**src/rtl/rvsoc_reset_pkg.sv**
```systemverilog
// rvsoc_reset_pkg: shared state encodings and default constants for the SoC reset sequencer
package rvsoc_reset_pkg;
  typedef enum logic [1:0] {
    ST_RUN    = 2'd0,
    ST_ASSERT = 2'd1,
    ST_HOLD   = 2'd2,
    ST_DELAY  = 2'd3
  } state_t;
  localparam int unsigned ASSERT_CYCLES_DEF = 16;
  localparam int unsigned RELEASE_DELAY_DEF = 8;
  localparam int unsigned CNT_W_DEF         = 8;
  localparam int unsigned TMR_W             = 16;
endpackage

```
**src/rtl/sync2_ff.sv**
```systemverilog
// sync2_ff: two-flop synchronizer for a single asynchronous input
// Ports: i_clk destination clock, i_rst_n sync active-low reset, i_d async input, o_q synchronized output
module sync2_ff #(
  parameter logic RST_VAL = 1'b1
) (
  input  logic i_clk,
  input  logic i_rst_n,
  input  logic i_d,
  output logic o_q
);
  logic r_meta, r_sync;
  always_ff @(posedge i_clk)
    if (!i_rst_n) {r_sync, r_meta} <= {2{RST_VAL}};
    else          {r_sync, r_meta} <= {r_meta, i_d};
  assign o_q = r_sync;
endmodule

```
**src/rtl/rvsoc_reset_seq.sv**
```systemverilog
// rvsoc_reset_seq: reset sequencer producing a minimum-width, delayed-release reset for the RISC-V SoC
// Ports: wb_clk clock, wb_rst_n sync active-low reset, hps_req_i HPS level request,
//   key_req_n_i async active-low button request, clr_cnt_i event counter clear,
//   soc_rst_o SoC reset, boot_o release pulse, cause_o {key,hps,power-on},
//   reset_cnt_o saturating event count, state_o FSM state
module rvsoc_reset_seq
  import rvsoc_reset_pkg::*;
#(
  parameter int unsigned ASSERT_CYCLES = ASSERT_CYCLES_DEF,
  parameter int unsigned RELEASE_DELAY = RELEASE_DELAY_DEF,
  parameter int unsigned CNT_W         = CNT_W_DEF
) (
  input  logic             wb_clk,
  input  logic             wb_rst_n,
  input  logic             hps_req_i,
  input  logic             key_req_n_i,
  input  logic             clr_cnt_i,
  output logic             soc_rst_o,
  output logic             boot_o,
  output logic [2:0]       cause_o,
  output logic [CNT_W-1:0] reset_cnt_o,
  output logic [1:0]       state_o
);
  localparam logic [TMR_W-1:0] A_LOAD = TMR_W'(ASSERT_CYCLES - 1);
  localparam logic [TMR_W-1:0] D_LOAD = TMR_W'(RELEASE_DELAY - 1);
  state_t           r_state, w_next;
  logic [TMR_W-1:0] r_cnt, w_cnt;
  logic             w_key_sync, w_key_req, w_req, w_done, w_event;
  logic             r_soc_rst, r_boot;
  logic [2:0]       r_cause;
  logic [CNT_W-1:0] r_rcnt;
  sync2_ff #(.RST_VAL(1'b1)) u_key_sync (
    .i_clk   (wb_clk),
    .i_rst_n (wb_rst_n),
    .i_d     (key_req_n_i),
    .o_q     (w_key_sync)
  );
  assign w_key_req = ~w_key_sync;
  assign w_req     = hps_req_i | w_key_req;
  assign w_done    = r_cnt == '0;
  always_comb begin
    w_next = r_state;
    case (r_state)
      ST_RUN:    if (w_req) w_next = ST_ASSERT;
      ST_ASSERT: if (w_done) w_next = w_req ? ST_HOLD : ST_DELAY;
      ST_HOLD:   if (!w_req) w_next = ST_DELAY;
      ST_DELAY:  w_next = w_req ? ST_ASSERT : w_done ? ST_RUN : ST_DELAY;
      default:   w_next = ST_ASSERT;
    endcase
    // ASSERT is only (re)entered from RUN or DELAY; requests inside ASSERT are absorbed by HOLD
    w_event = (w_next == ST_ASSERT) && (r_state == ST_RUN || r_state == ST_DELAY);
    // one timer serves both phases: reload on phase entry, otherwise count down and park at zero
    w_cnt = w_event ? A_LOAD :
            (w_next == ST_DELAY && r_state != ST_DELAY) ? D_LOAD :
            w_done ? r_cnt : r_cnt - TMR_W'(1);
  end
  always_ff @(posedge wb_clk)
    if (!wb_rst_n) begin
      r_state   <= ST_ASSERT;
      r_cnt     <= A_LOAD;
      r_soc_rst <= 1'b1;
      r_boot    <= 1'b0;
      r_cause   <= 3'b001;
      r_rcnt    <= '0;
    end else begin
      r_state   <= w_next;
      r_cnt     <= w_cnt;
      r_soc_rst <= w_next != ST_RUN;
      r_boot    <= (r_state == ST_DELAY) && (w_next == ST_RUN);
      if (w_event) r_cause <= {w_key_req, hps_req_i, 1'b0};
      r_rcnt    <= clr_cnt_i ? '0 : (w_event && !(&r_rcnt)) ? r_rcnt + CNT_W'(1) : r_rcnt;
    end
  assign soc_rst_o   = r_soc_rst;
  assign boot_o      = r_boot;
  assign cause_o     = r_cause;
  assign reset_cnt_o = r_rcnt;
  assign state_o     = r_state;
endmodule

```
**config.mk**
```make
export PLATFORM = sky130hd
export DESIGN_NAME = rvsoc_reset_seq
export DESIGN_NICKNAME = d
export VERILOG_FILES = /design/src/rtl/rvsoc_reset_pkg.sv /design/src/rtl/sync2_ff.sv /design/src/rtl/rvsoc_reset_seq.sv
export SDC_FILE = /design/constraint.sdc
export NUM_CORES = 1
export LEC_CHECK = 0
export ABC_AREA = 1
export ABC_CLOCK_PERIOD_IN_PS = 1600
export BUFFER_PORTS_ARGS = -buffer_cell sky130_fd_sc_hd__buf_2
export CORE_MARGIN = 3
export CORE_UTILIZATION = 41
export DETAILED_ROUTE_END_ITERATION = 8
export PLACE_DENSITY = 0.59
export SYNTH_ARGS = -nofsm -noshare
export SYNTH_HDL_FRONTEND = slang
export SYNTH_SLANG_ARGS = --single-unit
```
**constraint.sdc**
```tcl
create_clock -name wb_clk -period 1.6 [get_ports wb_clk]
set_input_delay 0.16 -clock wb_clk [delete_from_list [all_inputs] [get_ports wb_clk]]
set_output_delay 0.16 -clock wb_clk [all_outputs]
set_load 0.05 [all_outputs]
```
Yosys cells after proc, flatten, opt, wreduce, memory -nomap -nowiden
Index checks and enable logic that the tools add are counted.
Widths: inputs -> output; s select.
Word-level totals
  bits of input ports: 5
  logic and storage cells: 44
  register bits after elaboration: 33
  output and inout port bits: 15
Operators by class
  reductions and logical operators: 14
  bitwise gates (word level): 3
  muxes and demuxes: 9
  equal/unequal tests: 7
  add/sub/neg operators: 2
Operators with widths (number)
  $logic_not 16->1: 1
  $sub 16x1->16 const B: 1
  $mux 2: 5
  $add 8x1->8 const B: 1
  $mux 4: 2
  $pmux 2 s4: 1
  $reduce_and 8->1: 1
  $eq 2x2->1 const B: 3
  $eq 2x1->1 const B: 2
  $logic_and 1x1->1: 4
  $logic_not 2->1: 2
  $reduce_or 2->1: 2
  $reduce_or 3->1: 1
  $ne 2x1->1 const B: 1
  $ne 2x2->1 const B: 1
  $not 1->1: 2
  $reduce_bool 2->1: 1
  $logic_not 1->1: 1
  $logic_or 1x1->1: 1
  $mux 1: 1
  $or 1x1->1: 1

Longest topological paths before layout
  word-level depth: 8
  depth in mapped cells: 15
  mapped depth without buffers: 15

Modules after synthesis
From an unflattened synthesis, not the netlist that was laid out.
Unflattened totals
  cells, all modules: 236
  area total of the unflattened synthesis: 1752.9 um^2
By module, submodules not included
  rvsoc_reset_seq: times used 1, cells an instance 230, area each 1697.9 um^2, sequential area each 620.6 um^2
  sync2_ff: times used 1, cells an instance 6, area each 55.1 um^2, sequential area each 40.0 um^2

Worst setup path before layout
OpenSTA, ideal clock, no wires.
  path kind: reg-to-reg
  from: reg r_state[0], in the netlist state_o[0]
  to: reg r_cnt[13]
  clock period less this slack: 2.149 ns
  arrival: 2.035 ns
  buffers on the path: 1
  setup slack: -0.549 ns
  stages on the path, launching flop included: 14
  required time: 1.485 ns
  library setup time: 0.115 ns
  path through: dfxtp_1 inv_1 ha_1 nor2_1 inv_1 a21oi_2 nand2_2 nand2_4 nand2_4 nor2_4 nor2_4 nand2_2 buf_6 nor2_2
On the way
  cells in the longest elaborated chain, start to end: 5
  elaborated cells on any way between the ends: 15
  those cells by class: eq/ne: 6; mux: 4; reduce/logical: 5
RTL lines
  start: declaration: RTL line rvsoc_reset_seq.sv:26  | state_t r_state, w_next;
  start signal: assignment: RTL line rvsoc_reset_seq.sv:66  | r_state <= w_next;
  $eq 2x2->1, or another cell as far along: RTL line rvsoc_reset_seq.sv:43, rvsoc_reset_seq.sv:51
  $pmux 2 s4: RTL line rvsoc_reset_seq.sv:43  | case (r_state)
  $eq 2x1->1 or $eq 2x2->1 (tied branches): RTL line rvsoc_reset_seq.sv:51, rvsoc_reset_seq.sv:54
  $logic_and 1x1->1 (on tied branches): RTL line rvsoc_reset_seq.sv:51, rvsoc_reset_seq.sv:54
  $reduce_or 3->1 (no line) *
  end signal: assignment: RTL line rvsoc_reset_seq.sv:67  | r_cnt <= w_cnt;
  end: declaration: RTL line rvsoc_reset_seq.sv:27  | logic [TMR_W-1:0] r_cnt, w_cnt;
Every way passes the cells marked *; elsewhere a longest branch is shown, timed or not.
A chain may end at the register's enable or synchronous reset.

Worst setup path after layout
  from: reg r_cnt[0]
  to: reg r_cnt[2]
On the way
  cells in the longest elaborated chain, start to end: 7
  elaborated cells on any way between the ends: 11
  those cells by class: add/sub: 1; eq/ne: 2; mux: 4; reduce/logical: 4
RTL lines
  $logic_not 16->1: RTL line rvsoc_reset_seq.sv:40  | assign w_done = r_cnt == '0;
  $mux 2 (2 in a row): RTL line rvsoc_reset_seq.sv:47  | ST_DELAY: w_next = w_req ? ST_ASSERT : w_done ? ST_RUN : ST_DELAY;
  $pmux 2 s4: RTL line rvsoc_reset_seq.sv:43
  $eq 2x1->1 or $eq 2x2->1 (tied branches): RTL line rvsoc_reset_seq.sv:51, rvsoc_reset_seq.sv:54
  $logic_and 1x1->1 (on tied branches): RTL line rvsoc_reset_seq.sv:51, rvsoc_reset_seq.sv:54
  $reduce_or 3->1 (no line)
Several ways; a longest one is shown, not always the timed one.

==> metrics.md <==
| Metric | Value |
|---|---|
| Final worst slack | -178 ps |
| Non-Filler Instances | 366 |
| Placer Congestion | 0.812 |
| Static Leakage | 1.23 nW |
| RSZ-0062 raised after global routing | true |
| Layout Skew | 6.98 ps |
| CP top delay family | simple AND/OR/NAND/NOR gates |
| Share of layout cells above drive strength 1 | 51.9% |
| TritonCTS buffer count | 5 |
| Ant diodes | 0 |
| Fin. max-slew vios | 0 |
| CTS sink count | 33 |
| Pin count of the biggest net entering global routing | 14 |
| Power per cell area | 1540 nW/µm² |
| Post-Place Cells | 348 |
| Post-DRT Antenna Nets | 0 |
| CTS H-tree lvls | 2 |
| Rows | 23 |
| Startpoint Class | flop |
| Most frequent cells in the layout | buf_4 (56), nand2_1 (36), nor2_1 (24) |
| Area after DPL | 2310 µm² |
| Final Hold Vio Count | 0 |
| Skew-Pair Late Insertion Delay | 290 ps |
| I/O pin count | 20 |
| Bufs and invs on worst path | 3 |
| Via count | 1700 |
| Crit path cell chain | inv_2 -> ha_4 -> nand2_1 -> nor2_2 -> nand2_2 -> nand2_1 -> nand2_1 -> nand2_2 -> nand2_4 -> nand2_4 -> nor2_4 -> nor2_4 -> nand2_4 -> buf_12 -> inv_2 -> nand2_1 |
| Iteration-0 DRC Markers | 48 |
| Post-Syn Nets | 244 |
| Initial core utilization | 43.0% |
| EDFF count, synth | 0 |
| CTS tree | done |
| Most common cell after layout, fill and taps aside | buf_4 |
| VDD IR max | 0.00126 V |
| Mapped cell area | 1740 µm² |
| Total grt overflow | 0 |
| CTS Root Cell | clkbuf_8 |
| Failing checks | setup timing |
| Clock transition at path regs | 70 ps |
| Placeable Area | 4060 µm² |
| Slew HR | 70.9% |
| Crit path kind | flop to flop |
| Yosys top cell by area | dfxtp_1 |
| Synth Warn # | 0 |
| FF+latch count, synth | 33 |
| Vias/cell | 4.64 |
| Top post-synthesis cells by area | dfxtp_1 (38%), nand2_1 (9.0%), nor2_1 (7.1%) |
| Post-Synthesis Cells | 232 |
| DRC violation count after routing | 0 |
| Netlist cell types | 24 |
| Status | finished, violations left |
| Max-cap violations | 0 |
| First-pass GRT wire length | 7020 µm |
| Synth-to-layout area growth | 52.0% |
| Post-Route WL | 4220 µm |
| Worst hold path class | primary input to flop |
| Die Y | 71.2 µm |
| Post-route minimum period | 1780 ps |
| Clock buffer depth | 2 |
| GRT Resource Usage Total | 17.3% |
| DR pass1 iterations | 4 |
| Worst path max stage delay | 320 ps |
| Sequential-to-total area share from yosys stat | 37.9% |
| Most used cell, CP | nand2_1 |
| Data arrival, critical path | 1960 ps |
| Floorplan die width | 71.2 µm |
| Initial antenna violation count | 0 |
| Top cell type's share of synthesized area | 37.9% |
| Async S/R FF share, synth | 0% |
| Wire per inst | 11.5 µm |
| Crit-path max FO | 7 |
| Port bufs | 19 |
| CP max stage cell | dfxtp_2 |
| Tot Pwr | 4.07 mW |
| Nature of the critical path endpoint | flop |
| Cell area after layout | 2650 µm² |
| Die Area | 5070 µm² |
| Crit share post-route | 111% |
| Max Freq | 562 MHz |
| Mean post-synth cell area | 7.51 µm² |
| Post-synth top flop | dfxtp_1 |
| Post-DP HPWL | 3000 µm |
| Critical Path RT | 1780 ps |
| Vias in the first global route | 1678 |
| Nets@finish | 327 |
| Worst slew pin tran | 432 ps |
| Final setup fails | 27 |
## sequential cells by signal, summed over array words and instances, names as in the netlist
name	flops
cause_o	3
u_key_sync.o_q	1
state_o	2
soc_rst_o	1
reset_cnt_o	8
u_key_sync.r_meta	1
r_cnt	16
boot_o	1
## cell usage after synthesis, drive strengths merged, types with 2 or more instances
| master | count |
|---|---|
| nand2 | 50 |
| nor2 | 48 |
| dfxtp | 33 |
| inv | 23 |
| a21oi | 18 |
| nand3 | 17 |
| xor2 | 11 |
| ha | 7 |
| o21ai | 6 |
| nor4 | 4 |
| or2 | 3 |
| xnor2 | 3 |
| buf | 2 |
| nand4 | 2 |
## final timing paths
path / endpoint / from / slack, ps / depth (start not counted)
worst max-delay path: r_cnt[2]$_SDFFE_PP1P_ / r_cnt[0]$_SDFFE_PP1P_ / -180 / 16
worst min-delay path: u_key_sync.r_meta$_SDFF_PN1_ / key_req_n_i / 50 / 2
worst max register to register: r_cnt[2]$_SDFFE_PP1P_ / r_cnt[0]$_SDFFE_PP1P_ / -180 / 16
worst min register to register: u_key_sync.o_q$_SDFF_PN1_ / u_key_sync.r_meta$_SDFF_PN1_ / 420 / 1
## logic make-up (layout without fill, tap and decap cells)
group,Yosys count,in the layout,share of synthesized area (%)
xor+xnor,14,14,7.04
flops,33,33,37.9
fa+ha+maj,7,7,5.02
buf+inv,25,109,6.25
simple gates,128,128,35.7
compound gates,24,24,7.54
mux,1,1,0.574
## power by group
part	total [mW]	leakage, nW	internal (mW)	switching [mW]
Combinational	2.38	0.912	1.05	1.33
Clock	0.656	0.0455	0.351	0.305
Sequential	1.04	0.273	0.955	0.0818
Total	4.07	1.23	2.36	1.72
## worst reg2reg max path: stages, from the launching register on
cell,delay (ps)
dfxtp_2,320
inv_2,70
ha_4,150
nand2_1,70
nor2_2,150
nand2_2,90
nand2_1,60
nand2_1,60
nand2_2,90
nand2_4,70
nand2_4,60
nor2_4,50
nor2_4,120
nand2_4,80
buf_12,150
inv_2,50
nand2_1,40
## stage by stage
stage / setup WS, ps / hold slack [ps] / setup TNS [ps] / utilization, %
6_report: -178 / 54.8 / -3390 / 65.3
5_1_grt: -356 / 53.0 / -8090 / 65.3
3_3_place_gp: -179 / 352 / -3350 / 57.0
2_1_floorplan: -136 / 229 / -2180 / -
4_1_cts: -149 / 49.0 / -2870 / 61.9
3_5_place_dp: -204 / 349 / -4030 / 57.0
## metal layers
| metal | GRT usage [%] | up-vias | wire length [µm] |
|---|---|---|---|
| li1 | - | 907 | - |
| met1 | 19.9 | 759 | 1860 |
| met2 | 30.3 | 25 | 2130 |
| met3 | 3.27 | 9 | 131 |
| met4 | 8.98 | 0 | 97 |
| met5 | 0 | - | 0 |
## layout make-up
cell class	count	area, µm²
Tap cell	50	62.6
Clock buffer	8	90.1
Timing Repair Buffer	78	572
Fill cell	362	1410
Inverter	23	91.3
Sequential cell	33	686
Multi-Input combinational cell	174	1150
## what timing repair did
| item | CTS | global route |
|---|---|---|
| pin swaps | 7 | 6 |
| cloned | 0 | 1 |
| endpoints found under the setup margin | 27 | 29 |
| setup buffers | 4 | 5 |
| hold buffers | 0 | 0 |
| gates resized for setup | 24 | 21 |
Power figures use the tool's default switching activity.
